$ cat config.mk
export PLATFORM = sky130hd
export DESIGN_NAME = sevenseg_reader_flat
export DESIGN_NICKNAME = d
export VERILOG_FILES = /design/src/rtl/sevenseg_pkg.sv /design/src/rtl/sevenseg_reader_if.sv /design/src/rtl/sevenseg_inv.sv /design/src/rtl/sevenseg_reader.sv /design/src/flat_wrapper.sv
export SDC_FILE = /design/constraint.sdc
export NUM_CORES = 1
export LEC_CHECK = 0
export BUFFER_PORTS_ARGS = -buffer_cell sky130_fd_sc_hd__buf_2
export CORE_ASPECT_RATIO = 0.8
export CORE_MARGIN = 1.5
export CORE_UTILIZATION = 48
export CTS_CLUSTER_SIZE = 28
export DETAILED_ROUTE_END_ITERATION = 12
export PLACE_DENSITY = 0.72
export SLEW_MARGIN = 5
export SYNTH_ARGS = -nofsm -noshare
export SYNTH_HDL_FRONTEND = slang
export SYNTH_SLANG_ARGS = --single-unit
$ cat constraint.sdc
create_clock -name clk -period 3.8 [get_ports clk]
set_input_delay 0.95 -clock clk [delete_from_list [all_inputs] [get_ports clk]]
set_output_delay 0.95 -clock clk [all_outputs]
set_load 0.02 [all_outputs]
$ cat src/rtl/sevenseg_pkg.sv
// Shared seven-segment definitions: segment type, glyph table and blank pattern.
package sevenseg_pkg;

  localparam int unsigned SEG_W   = 7;
  localparam int unsigned NIB_W   = 4;
  localparam int unsigned CNT_W   = 4;
  localparam int unsigned GLYPH_N = 16;

  // Segment pattern, active-high, bit0=a ... bit6=g.
  typedef logic [SEG_W-1:0] seg_t;

  localparam seg_t BLANK = 7'h00;

  // Entry i is the glyph that displays hex value i.
  localparam seg_t GLYPH_TAB [GLYPH_N] = '{
    7'h3F, 7'h06, 7'h5B, 7'h4F, 7'h66, 7'h6D, 7'h7D, 7'h07,
    7'h7F, 7'h6F, 7'h77, 7'h7C, 7'h39, 7'h5E, 7'h79, 7'h71
  };

endpackage

$ cat src/rtl/sevenseg_reader_if.sv
// Display-side pins and decoded results of the seven-segment reader.
interface sevenseg_reader_if #(
  parameter int unsigned DIGITS = 4
);
  import sevenseg_pkg::*;

  seg_t                    sevenseg_n;
  logic [DIGITS-1:0]       digit_en_n;
  logic [NIB_W*DIGITS-1:0] hex;
  logic [DIGITS-1:0]       valid;
  logic [DIGITS-1:0]       err;
  logic                    update;
  logic                    sel_err;

  modport master (
    output sevenseg_n, digit_en_n,
    input  hex, valid, err, update, sel_err
  );

  modport slave (
    input  sevenseg_n, digit_en_n,
    output hex, valid, err, update, sel_err
  );

endinterface

$ cat src/rtl/sevenseg_inv.sv
// Inverse glyph lookup: segment pattern to hex value plus legal/blank flags.
module sevenseg_inv
  import sevenseg_pkg::*;
(
  input  seg_t             seg,
  output logic [NIB_W-1:0] value_c,
  output logic             legal_c,
  output logic             blank_c
);

  // Search the glyph table; the table entries are unique so at most one hits.
  always_comb begin
    value_c = '0;
    legal_c = 1'b0;
    for (int unsigned i = 0; i < GLYPH_N; i++) begin
      if (seg == GLYPH_TAB[i]) begin
        value_c = NIB_W'(i);
        legal_c = 1'b1;
      end
    end
    blank_c = (seg == BLANK);
  end

endmodule

$ cat src/rtl/sevenseg_reader.sv
// Reads a multiplexed seven-segment display back into per-digit hex values,
// committing a digit only after its pattern has been seen stably.
module sevenseg_reader
  import sevenseg_pkg::*;
#(
  parameter int unsigned DIGITS     = 4,
  parameter int unsigned STABLE_CNT = 3
) (
  input  logic             clk,
  input  logic             rst_n,
  sevenseg_reader_if.slave bus
);

  localparam int unsigned      IDX_W  = (DIGITS > 1) ? $clog2(DIGITS) : 1;
  localparam logic [CNT_W-1:0] STABLE = CNT_W'(STABLE_CNT);

  seg_t              seg_s1, seg_s2;
  logic [DIGITS-1:0] en_s1, en_s2;

  seg_t              cand_q [DIGITS];
  logic [CNT_W-1:0]  cnt_q  [DIGITS];

  seg_t              sample_c;
  logic [DIGITS-1:0] sel_c;
  logic              one_hot_c;
  logic [IDX_W-1:0]  idx_c;
  logic              hit_c;
  logic [CNT_W-1:0]  cnt_cur_c;
  logic [CNT_W-1:0]  cnt_next_c;
  logic              commit_c;

  logic              commit_q;
  logic [IDX_W-1:0]  commit_idx_q;
  seg_t              commit_seg_q;
  logic              sel_err_q;

  logic [NIB_W-1:0]        inv_value_c;
  logic                    inv_legal_c;
  logic                    inv_blank_c;

  logic [NIB_W*DIGITS-1:0] hex_q, hex_c;
  logic [DIGITS-1:0]       valid_q, valid_c;
  logic [DIGITS-1:0]       err_q, err_c;
  logic                    update_q;

  // Two-flop synchronizer; reset to the inactive (all ones) pin level.
  always_ff @(posedge clk or negedge rst_n) begin
    if (!rst_n) begin
      seg_s1 <= '1;
      seg_s2 <= '1;
      en_s1  <= '1;
      en_s2  <= '1;
    end else begin
      seg_s1 <= bus.sevenseg_n;
      seg_s2 <= seg_s1;
      en_s1  <= bus.digit_en_n;
      en_s2  <= en_s1;
    end
  end

  // Decode the sample: active-high pattern, one-hot check and selected index.
  always_comb begin
    sample_c  = ~seg_s2;
    sel_c     = ~en_s2;
    one_hot_c = (sel_c != '0) && ((sel_c & (sel_c - DIGITS'(1))) == '0);
    idx_c     = '0;
    for (int unsigned i = 0; i < DIGITS; i++) begin
      if (sel_c[i]) begin
        idx_c = IDX_W'(i);
      end
    end
  end

  // Next count for the selected digit and commit detection on reaching STABLE.
  always_comb begin
    cnt_cur_c = cnt_q[idx_c];
    hit_c     = (sample_c == cand_q[idx_c]);
    if (hit_c) begin
      cnt_next_c = (cnt_cur_c >= STABLE) ? STABLE : (cnt_cur_c + CNT_W'(1));
    end else begin
      cnt_next_c = CNT_W'(1);
    end
    // A digit already saturated on the same pattern must not commit again.
    commit_c = one_hot_c && (cnt_next_c == STABLE) && !(hit_c && (cnt_cur_c == STABLE));
  end

  // Per-digit candidate pattern and saturating stability count.
  always_ff @(posedge clk or negedge rst_n) begin
    if (!rst_n) begin
      for (int unsigned i = 0; i < DIGITS; i++) begin
        cand_q[i] <= BLANK;
        cnt_q[i]  <= '0;
      end
    end else if (one_hot_c) begin
      cand_q[idx_c] <= sample_c;
      cnt_q[idx_c]  <= cnt_next_c;
    end
  end

  // Commit request and select-error pulse, registered one cycle after the sample.
  always_ff @(posedge clk or negedge rst_n) begin
    if (!rst_n) begin
      commit_q     <= 1'b0;
      commit_idx_q <= '0;
      commit_seg_q <= BLANK;
      sel_err_q    <= 1'b0;
    end else begin
      commit_q  <= commit_c;
      sel_err_q <= !one_hot_c;
      if (commit_c) begin
        commit_idx_q <= idx_c;
        commit_seg_q <= sample_c;
      end
    end
  end

  sevenseg_inv u_inv (
    .seg     (commit_seg_q),
    .value_c (inv_value_c),
    .legal_c (inv_legal_c),
    .blank_c (inv_blank_c)
  );

  // Next output state: apply a pending commit to its digit; hex held unless legal.
  always_comb begin
    hex_c   = hex_q;
    valid_c = valid_q;
    err_c   = err_q;
    if (commit_q) begin
      for (int unsigned i = 0; i < DIGITS; i++) begin
        if (commit_idx_q == IDX_W'(i)) begin
          valid_c[i] = inv_legal_c;
          err_c[i]   = !inv_legal_c && !inv_blank_c;
          if (inv_legal_c) begin
            hex_c[NIB_W*i +: NIB_W] = inv_value_c;
          end
        end
      end
    end
  end

  // Output registers; update pulses only when something visibly changes.
  always_ff @(posedge clk or negedge rst_n) begin
    if (!rst_n) begin
      hex_q    <= '0;
      valid_q  <= '0;
      err_q    <= '0;
      update_q <= 1'b0;
    end else begin
      hex_q    <= hex_c;
      valid_q  <= valid_c;
      err_q    <= err_c;
      update_q <= (hex_c != hex_q) || (valid_c != valid_q) || (err_c != err_q);
    end
  end

  assign bus.hex     = hex_q;
  assign bus.valid   = valid_q;
  assign bus.err     = err_q;
  assign bus.update  = update_q;
  assign bus.sel_err = sel_err_q;

endmodule

$ cat src/flat_wrapper.sv
// flat-port wrapper written by rule: the top's interface ports become plain ports
module sevenseg_reader_flat import sevenseg_pkg::*;
#(
  parameter int unsigned DIGITS     = 4,
  parameter int unsigned STABLE_CNT = 3
)
  (clk, rst_n, bus_sevenseg_n, bus_digit_en_n, bus_hex, bus_valid, bus_err, bus_update, bus_sel_err);
  sevenseg_reader_if #(.DIGITS(DIGITS)) bus_i ();
  input  logic clk;
  input  logic rst_n;
  input wire logic [$bits(bus_i.sevenseg_n)-1:0] bus_sevenseg_n;
  input wire logic [$bits(bus_i.digit_en_n)-1:0] bus_digit_en_n;
  output wire logic [$bits(bus_i.hex)-1:0] bus_hex;
  output wire logic [$bits(bus_i.valid)-1:0] bus_valid;
  output wire logic [$bits(bus_i.err)-1:0] bus_err;
  output wire logic [$bits(bus_i.update)-1:0] bus_update;
  output wire logic [$bits(bus_i.sel_err)-1:0] bus_sel_err;
  assign bus_i.sevenseg_n = bus_sevenseg_n;
  assign bus_i.digit_en_n = bus_digit_en_n;
  assign bus_hex = bus_i.hex;
  assign bus_valid = bus_i.valid;
  assign bus_err = bus_i.err;
  assign bus_update = bus_i.update;
  assign bus_sel_err = bus_i.sel_err;
  sevenseg_reader #(.DIGITS(DIGITS), .STABLE_CNT(STABLE_CNT)) u_core (.clk(clk), .rst_n(rst_n), .bus(bus_i));
endmodule
Word-level counts from Yosys, hierarchy flattened
Index checks and enable logic that the tools add are counted.

Input port bits: 13. Bits in registers: 102.

Eq/ne operators: 25. Reduce and logical (&&, ||, !) cells: 16. Add/sub/neg operators: 2. Magnitude comparators: 3. Bitwise logic cells: 4. Muxes and demuxes: 67.

Operators with widths (count): $mux 4 (29); $eq 7x7->1 const B (12); $bwmux 28 (1); $mux 1 (26); $mux 7 (3); $bwmux 16 (1); $mux 16 (1); $ne 16x16->1 (1); $bmux 7 s2 (1); $demux 7 s2 (1); $eq 7x3->1 const B (2); $eq 7x6->1 const B (2); $bmux 4 s2 (1); $demux 4 s2 (1); $eq 4x2->1 const B (2); $ne 4x4->1 (2); $eq 7x7->1 (1); $logic_not 7->1 (1); $not 7->7 (1); $logic_and 1x1->1 (6); $add 4x1->4 const B (1); $and 4x4->4 (1); $eq 2x2->1 const B (2); $ge 4x2->1 const B (1); 12 further kinds (17).

Depth between registers and ports, before layout
Depth after elaboration: 23. Depth in mapped cells: 11.

By module
From an unflattened synthesis, not the netlist that was laid out.

Cell total of the unflattened synthesis: 471. Area total of the unflattened synthesis: 4797.1 um2.

Modules (own cells, without submodules): sevenseg_reader (seq. area each 2580.0 um2, cells each 408, area an instance 4405.5 um2, instances 1); sevenseg_inv (seq. area each 0.0 um2, cells each 63, area an instance 391.6 um2, instances 1).

Worst setup path before layout
Ideal clock, no wire load.

Kind: register to register. Start point: reg u_core.en_s2[1]. End point: reg u_core.commit_idx_q[0]. Setup slack: 0.660 ns. Setup time: 0.125 ns. Cell stages (with the launch flop): 12. Arrival time: 3.015 ns. Buffers on the path: 3. Period minus slack after synthesis: 3.140 ns. Path through: dfstp_2 -> buf_2 -> buf_2 -> mux2i_1 -> a21oi_1 -> mux2_2 -> ha_1 -> inv_1 -> or3_1 -> a2111oi_0 -> buf_4 -> mux2_2.

Word-level cells in the longest chain between the ends: 14. Elaborated cells between the ends (all ways): 27. Those cells by class: add/sub: 2; order compare: 1; eq/ne: 3; mux: 11; bitwise: 3; reduce/logical: 7.

Ends and longest elaborated chain: start, declared (RTL line sevenseg_reader.sv:18) `logic [DIGITS-1:0] en_s1, en_s2;`; start signal, assigned (RTL line sevenseg_reader.sv:57) `en_s2 <= en_s1;`; $not 4->4 (*) (RTL line sevenseg_reader.sv:64) `sel_c = ~en_s2;`; $mux 1 (RTL line sevenseg_reader.sv:68) `if (sel_c[i]) begin`; $mux 2 (2 in series) (RTL line sevenseg_reader.sv:68); $not 2->3 (not written as such) (RTL line sevenseg_reader.sv:76, sevenseg_reader.sv:77); $bmux 4 s2 (RTL line sevenseg_reader.sv:76) `cnt_cur_c = cnt_q[idx_c];`; $mux 4 (not written as such) (2 in series) (RTL line sevenseg_reader.sv:76); $add 4x1->4 / $ge 4x2->1 (equally long branches) (RTL line sevenseg_reader.sv:79) `cnt_next_c = (cnt_cur_c >= STABLE) ? STABLE : (cnt_cur_c + CNT_W'(1));`; $mux 4 (RTL line sevenseg_reader.sv:79); $mux 4 (RTL line sevenseg_reader.sv:78) `if (hit_c) begin`; $eq 4x2->1 (RTL line sevenseg_reader.sv:84) `commit_c = one_hot_c && (cnt_next_c == STABLE) && !(hit_c && (cnt_cur_c == STABLE));`; $logic_and 1x1->1 (RTL line sevenseg_reader.sv:84); $logic_and 1x1->1 (*) (RTL line sevenseg_reader.sv:84); via u_core.commit_c (RTL line sevenseg_reader.sv:30) `logic commit_c;`; end signal, assigned (RTL line sevenseg_reader.sv:111) `commit_idx_q <= idx_c;`; end, declared (RTL line sevenseg_reader.sv:33) `logic [IDX_W-1:0] commit_idx_q;`.

The timed path passes the listed nets; every way through them passes the cells marked *. The select of a mux whose other input is x is not followed. A chain may end at the register's enable or synchronous reset.

Final worst setup path
Start point: reg u_core.en_s2[2]. End point: reg u_core.commit_seg_q[2].

Word-level cells in the longest chain between the ends: 13. Elaborated cells between the ends (all ways): 26. Those cells by class: add/sub: 2; order compare: 1; eq/ne: 3; mux: 10; bitwise: 3; reduce/logical: 7.

Ends and longest elaborated chain: $not 4->4 (*) (RTL line sevenseg_reader.sv:64); $mux 2 (2 in series) (RTL line sevenseg_reader.sv:68); $not 2->3 (not written as such) (RTL line sevenseg_reader.sv:76, sevenseg_reader.sv:77); $bmux 4 s2 (RTL line sevenseg_reader.sv:76); $mux 4 (not written as such) (2 in series) (RTL line sevenseg_reader.sv:76); $add 4x1->4 / $ge 4x2->1 (equally long branches) (RTL line sevenseg_reader.sv:79); $mux 4 (RTL line sevenseg_reader.sv:79); $mux 4 (RTL line sevenseg_reader.sv:78); $eq 4x2->1 (RTL line sevenseg_reader.sv:84); $logic_and 1x1->1 (RTL line sevenseg_reader.sv:84); $logic_and 1x1->1 (*) (RTL line sevenseg_reader.sv:84); end signal, assigned (RTL line sevenseg_reader.sv:112) `commit_seg_q <= sample_c;`; end, declared (RTL line sevenseg_reader.sv:34) `seg_t commit_seg_q;`.

Every way passes the cells marked *; elsewhere a longest branch is shown, timed or not. The select of a mux whose other input is x is not followed.

==> results.tsv <==
metric	value	unit
antenna_cells	0	
vias_per_cell	5.57	
worstPathMaxFanout	25	
met1_length	4810	um
port_buffers	38	
fillCellCount	830	
wl_met2	4480	um
totalWireLength	9980	um
ir_worst_vdd	0.000287	V
critPathKind	register to register	
synth_top_family_by_area	simple AND/OR/NAND/NOR gates	
finalMaxSlewViolations	0	
cts_setup_buffers	0	
dr.pass1.iters	5	
switching_share	26.6	%
initial_core_util	49.2	%
cp_data_arrival_time	3.23	ns
worst_setup_path_end_kind	register	
antenna_found_initial	0	
grt_remaining_overflow	0	
cell_internal_pwr	1760	uW
clock_latency	0.35	ns
drc	0	
skew	0.00574	ns
p_per_area	451	mW/mm2
syn_nets	459	
holdBufCountCts	0	
top_layer	met4	
required	4.07	ns
crit_path_start	u_core.en_s2[2]	
outcome	complete, no violations	
async_flop_share	100	%
coreArea	0.00965	mm2
cts_root_buf	clkbuf_16	
die_area	0.0105	mm2
syn2layout_area_growth	12.2	%
clk_pin_slew_worst_paths	0.07	ns
postRouteAntennaNets	0	
synth_area	0.00475	mm2
p_clk_share	37.1	%
slew_headroom	44.0	%
rr_startpoint	u_core.en_s2[2]	
row_count	32	
drv_cap	0	
die-height	92.0	um
grt_pass1_vias	3333	
hold_class	register to register	
drive_gt1_share	23.7	%
synth_ff_type	dfrtp_1	
p_leak	0.00245	uW
min_from	u_core.seg_s1[6]	
yosys_warnings	0	
fin_area	0.00533	mm2
max_freq	338	MHz
setup_viol	0	
grt_max_degree	55	
cts.sinks	102	
synth.mux.area_fraction	10.0	%
num_io_pins	39	
place_congestion	0.909	
htreeDepth	3	
via_count	3416	
syn_avg_cell_area	10.7	um2
cts_resized	0	
dp_hpwl	6930	um
yosysUniqueCellTypes	62	
cts-buffers-inserted	9	
finalPower	2400	uW
synthCells	445	
final_cells	613	
grt_pass1_wl	17200	um
switching_power	640	uW
worst_pin_slew	0.835	ns
dr_wl_met3	595	um
drtIter0Drc	338	
cp-start-kind	register	
fin_tns_setup	0	ns
dieWidth	114	um
post_drt_wl_per_cell	16.3	um
yosys.area_share.simple	15.5	%
clockBufferDepth	2	
grt_usage	21.0	%
placed_cell_area	0.00504	mm2
period_share	77.9	%
synth-edff-count	0	
ys_ff_latch	102	
final_nets	486	
synth_fa_ha_area_share	0.474	%
cts_tree	built	
rsz0062_at_grt	no	
placed_cells	597	
power_frac_seq	52.7	%
synth_compound_area_share	14.0	%
final_hold_viol_count	0	
combPwrFrac	10.3	%
yosysSeqAreaShare	54.3	%
synth_xor_area_share	2.03	%
min_period	2.96	ns
-- power by group through the flow --
stage               clock (uW)  sequential, uW  combinational [uW]
finish                     891            1270                 247
global route               950            1280                 286
CTS                        910            1260                 249
detailed placement           0            1280                 247
global placement             0            1280                 238
floorplan                    0            1240                 203
-- final timing paths --
| kind | slack, ns | cells after the start | end |
|---|---|---|---|
| setup reg to reg | 0.84 | 8 | u_core.commit_seg_q[2] |
| min in group asynchronous | 0.62 | 1 | u_core.cand_q[25] |
| setup / recovery | 0.84 | 8 | u_core.commit_seg_q[2] |
| max in group asynchronous | 2.44 | 2 | u_core.en_s2[0] |
| hold / removal | 0.36 | 0 | u_core.seg_s2[6] |
| hold reg to reg | 0.36 | 0 | u_core.seg_s2[6] |
-- routing by layer --
layer / up-vias / GRT usage, %
met5: - / 0
met1: 1662 / 30.6
met2: 100 / 31.4
met3: 15 / 6.15
met4: 0 / 4.06
li1: 1639 / -
-- sequential cells by signal, indices dropped and copies added, names as in the netlist, 2 cells and up --
signal / count
u_core.seg_s2: 7
u_core.cnt_q: 16
u_core.en_s2: 4
u_core.en_s1: 4
u_core.commit_idx_q: 2
u_core.commit_seg_q: 7
u_core.seg_s1: 7
u_core.bus.err: 4
u_core.cand_q: 28
u_core.bus.hex: 16
u_core.bus.valid: 4
-- critical path, cell delays in order (launching register included) --
cell and delay (ns):
dfstp_2 0.82, a21oi_1 0.11, mux2_2 0.30, ha_1 0.27, inv_1 0.04, or3_1 0.35, a2111oi_2 0.51, buf_4 0.27
mux2i_1 0.19
-- synthesized netlist by cell type (all sizes together), types with 2 or more instances --
cell	instances	area [um2]
dfrtp	80	2000
nand2	52	195
o21ai	44	220
mux2i	24	240
nor2	24	90.1
dfstp	22	578
a21oi	21	105
mux2	17	191
clkbuf	14	52.6
buf	13	75.1
inv	12	45.0
and2	11	68.8
xnor2	10	87.6
nand3	9	45.0
nor3	7	45.0
a31oi	6	37.5
nor4	6	37.5
o22ai	5	31.3
a211oi	4	30.0
a21o	4	30.0
nand2b	4	25.0
or3	4	25.0
or4	4	30.0
nand4b	3	26.3
nor2b	3	18.8
a2111oi	2	36.3
a22o	2	17.5
a22oi	2	15.0
a31o	2	17.5
and4	2	22.5
mux4	2	45.0
nand3b	2	15.0
nand4	2	12.5
o2111ai	2	17.5
o211ai	2	15.0
or2	2	12.5
or3b	2	20.0
-- cell usage in the layout, fill, tap and decap left out, drive strengths merged, types with 5 or more instances in the layout --
cell,n
dfrtp,80
nand2,52
o21ai,44
buf,43
nor2,24
mux2i,24
dfstp,22
a21oi,21
mux2,17
inv,15
and2,11
xnor2,10
clkbuf,10
nand3,9
nor3,7
nor4,6
a31oi,6
o22ai,5
-- area by class of cell --
cell class	instances	area, um2	share of cell area (%)
timing repair buffer	43	243	4.55
inverter	12	45.0	0.845
clock buffer	10	239	4.48
tap	136	170	3.19
multi-input combinational	304	2000	37.6
clock inverter	6	51.3	0.962
sequential	102	2580	48.4
-- stage by stage --
| stage | hold slack [ns] | utilization [%] | worst slack [ns] |
|---|---|---|---|
| global route | 0.360 | 55.3 | 0.587 |
| detailed placement | 0.348 | 52.2 | 0.857 |
| floorplan | 0.345 | - | 0.660 |
| global placement | 0.347 | 52.2 | 0.882 |
| CTS | 0.358 | 55.3 | 0.829 |
| finish | 0.357 | 55.3 | 0.840 |
-- logic make-up (layout without fill, tap and decap cells) --
group / after synthesis / after routing
simple gates: 142 / 142
compound gates: 106 / 106
flops: 102 / 102
mux: 43 / 43
buf+inv: 39 / 71
xor+xnor: 11 / 11
fa+ha+maj: 2 / 2
Note: power is estimated with default switching activity, not from simulation.
